File: config.mk
export PLATFORM = sky130hd
export DESIGN_NAME = wb_regfile
export DESIGN_NICKNAME = d
export VERILOG_FILES = /design/src/rtl/wb_regfile.sv
export SDC_FILE = /design/constraint.sdc
export NUM_CORES = 2
export LEC_CHECK = 0
export ABC_AREA = 1
export CORE_ASPECT_RATIO = 0.75
export CORE_MARGIN = 2
export CORE_UTILIZATION = 35
export DETAILED_ROUTE_END_ITERATION = 7
export SLEW_MARGIN = 20
export SYNTH_ARGS = -nofsm -noshare
export SYNTH_HDL_FRONTEND = slang
export SYNTH_SLANG_ARGS = --single-unit
File: constraint.sdc
create_clock -name clk -period 3.3 [get_ports clk]
set_input_delay 0.66 -clock clk [delete_from_list [all_inputs] [get_ports clk]]
set_output_delay 0.66 -clock clk [all_outputs]
set_load 0.05 [all_outputs]
File: src/rtl/wb_regfile.sv
// wb_regfile: 32x32 register file with WB write-through bypass and retire counter.
module wb_regfile (
  input  logic        clk,
  input  logic        rst,
  input  logic        wwreg,
  input  logic        wm2reg,
  input  logic [31:0] mC,
  input  logic [31:0] mD,
  input  logic [4:0]  wrn,
  input  logic [31:0] winstr,
  input  logic [4:0]  rna,
  input  logic [4:0]  rnb,
  output logic [31:0] qa,
  output logic [31:0] qb,
  output logic [31:0] wdata,
  output logic [31:0] retire_cnt,
  output logic [31:0] last_instr
);
  logic [31:0] rf_q [32];
  logic [31:0] cnt_q, cnt_d, last_q, last_d;
  logic        we;
  always_comb begin
    wdata  = wm2reg ? mD : mC;
    we     = wwreg && wrn != 5'd0;
    qa     = rna == 5'd0 ? 32'd0 : (we && wrn == rna) ? wdata : rf_q[rna];
    qb     = rnb == 5'd0 ? 32'd0 : (we && wrn == rnb) ? wdata : rf_q[rnb];
    cnt_d  = winstr != 32'd0 ? cnt_q + 32'd1 : cnt_q;
    last_d = winstr != 32'd0 ? winstr : last_q;
  end
  always_ff @(posedge clk) begin
    if (rst) begin
      for (int i = 0; i < 32; i++) rf_q[i] <= 32'd0;
      cnt_q  <= 32'd0;
      last_q <= 32'd0;
    end else begin
      if (we) rf_q[wrn] <= wdata;
      cnt_q  <= cnt_d;
      last_q <= last_d;
    end
  end
  assign retire_cnt = cnt_q;
  assign last_instr = last_q;
endmodule
==> out/qor.txt <==
Area grow syn2layout -> 22.1%
Tot GR Track Use -> 28.3%
PnR worst setup slack -> -15.0 ps
Number of remaining DRC errors -> 0
Final Cycle Share -> 100%
Setup TNS -> -16.8 ps
Seq/Total Area, Yosys -> 51.7%
WL/cell -> 26.1 um
Yosys top cell area share -> 49.6%
Rel. slew slack -> 44.7%
Grt ovf -> 0
Final setup viols -> 2
Status -> finished with violations
CP Capture Type -> output pin
I/O pins -> 275
Cell Area, Synth -> 62000 um2
Detail Route Antenna Nets -> 0
Max rail drop VDD -> 0.440 mV
Post-cts hold buffer count -> 0
Reported leakage power -> 31.1 nW
Hold WS -> 489 ps
Worst Max-Slew Pin Slew -> 829 ps
Finished Core Util -> 43.1%
Clock Latency Late Sink -> 780 ps
# nets final -> 7885
Max-cap violations -> 0
Initial antenna violation count -> 11
CTS tree -> built
PortBufs -> 274
Syn Inst Count -> 7489
Core Rows -> 133
Vias in the first global route -> 54336
# fillers -> 16980
Routed vias -> 58967
Mean Syn Cell Area -> 8.28 um2
Power per cell area -> 485 nW/um2
Initial Util -> 35.3%
Multi-input gate area -> 24700 um2
Main synth FF type -> edfxtp_1
Largest net degree at the start of global routing -> 88
EDFF count, synth -> 1024
Synth cell types -> 35
H-tree levels -> 3
Synth area leaders -> edfxtp_1 (50%), nand3_1 (8.1%), nand2_1 (8.1%)
CTS Buffer Depth -> 3
Number of clock sinks -> 1088
WP data arrival -> 2660 ps
Final-report hold violation count -> 0
Worst min path class -> reg -> reg
Power Total -> 36.7 mW
Top cells by count, synth -> nand2_1 (1333), nor2_1 (1186), edfxtp_1 (1024)
Final Instance Area -> 75700 um2
WP data required -> 2640 ps
Die ar. -> 180000 um2
CP startpoint kind -> input port
Share of cells above drive strength 1 -> 14.6%
RSZ-0062 raised after global routing -> true
WL final -> 268000 um
CP Max Fanout -> 31
Reg clk slew, reported paths -> 60 ps
Width of the die -> 490 um
Final min period -> 3320 ps
Max Fclk -> 302 MHz
Die H -> 368 um
Largest area contributor in the netlist -> edfxtp_1
Worst Setup Path Type -> in -> out
Seq cells post-synth -> 1088
Post-synth ARST share -> 0%
Placed cell areas -> 70800 um2
Initial DRC count -> 9723
Gp weighted congestion -> 0.932
Avg Vias per Cell -> 5.76
FF/Latch Area -> 32000 um2
Warnings, synthesis -> 0
CTS Root Cell -> clkbuf_16
Core ar. -> 176000 um2
DP HPWL -> 169000 um
First-pass GRT wire length -> 375000 um
Clock skew after layout -> 7.67 ps
Failing checks -> negative setup slack
Slew Viols, Final -> 0
Count leader, synth -> nand2_1
Clock buffer count from CTS -> 115
Drt first pass iters -> 6
[final cells by class]
cell class	instances	share of cell area [%]
Sequential cell	1088	42.3
Tap cell	2362	3.90
Multi-Input combinational cell	5044	32.7
Timing Repair Buffer	801	12.4
Clock inverter	80	1.09
Clock buffer	139	3.98
Inverter	719	3.61
Antenna cell	1	0.00331
[report_power, final]
group          total, mW  switching (mW)  internal, mW
Clock               13.6            6.08          7.48
Sequential          16.1           0.307          15.8
Combinational       7.04            4.78          2.25
Total               36.7            11.2          25.5
[what timing repair did]
action	in CTS	in global routing
gates resized for setup	33	101
pin swaps	1	9
setup buffers	0	5
endpoints found under the setup margin	63	60
gates cloned	3	15
[state kept, by name (all words and copies together) (netlist names)]
register	count
last_instr	32
retire_cnt	32
rf_q	1024
[final timing paths]
kind                                startpoint  cells past startpoint  slack (ps)              to
worst max-delay path                    rna[1]                     11         -20           qa[3]
worst min-delay path            last_instr[28]                      2         490  last_instr[28]
worst max register to register   retire_cnt[1]                      8        1390  retire_cnt[16]
worst min register to register  last_instr[28]                      2         490  last_instr[28]
[metrics by stage]
step,worst slack [ps],std cells
after floorplan,72.7,7520
after global placement,-744,9992
after detailed placement,-708,9992
after CTS,0.812,10214
after global routing,-30.6,10234
final,-15.0,10234
[layout by cell type (no fill, tap or decap), types with 33 or more instances in the layout]
master           count
edfxtp_1          1024
nand2_1           1297
o211ai_1           528
clkbuf_16          131
nand2_2             34
buf_12             174
nor2_2              86
inv_1              700
nor2_1            1178
dfxtp_1             64
or2_2               57
o21ai_0            319
clkdlybuf4s50_1    161
a21oi_1            330
buf_4              409
o21ai_4             33
nand2_4             33
nand3_1            974
[kinds of logic (layout without fill, tap and decap cells)]
logic type	after synthesis	in the layout	synth area share (%)
flip-flops	1088	1088	51.7
AND/OR/NAND/NOR	3733	3733	25.8
AO/OA/AOI/OAI	1255	1255	12.3
other	1	33	0.00605
XOR/XNOR	23	23	0.325
adder cells (fa/ha/maj)	1	1	0.0202
buffers and inverters	1388	1739	9.85
[metal layers]
metal	track usage, %	part of all wire [%]	up-vias
li1	-	-	25756
met4	14.2	5.6	12
met2	41.4	42	4317
met3	5.89	13	691
met5	0	0.033	-
met1	39.6	39	28191
[worst max-delay path, stage by stage]
cell and delay (ps):
buf_12 140, inv_6 100, buf_12 210, buf_12 270
o211ai_1 120, nand3_1 100, nand3_1 140, nand3_1 130
nand2_1 210, a21oi_1 320, buf_12 180
No activity file was read; power rests on OpenSTA's default activity.
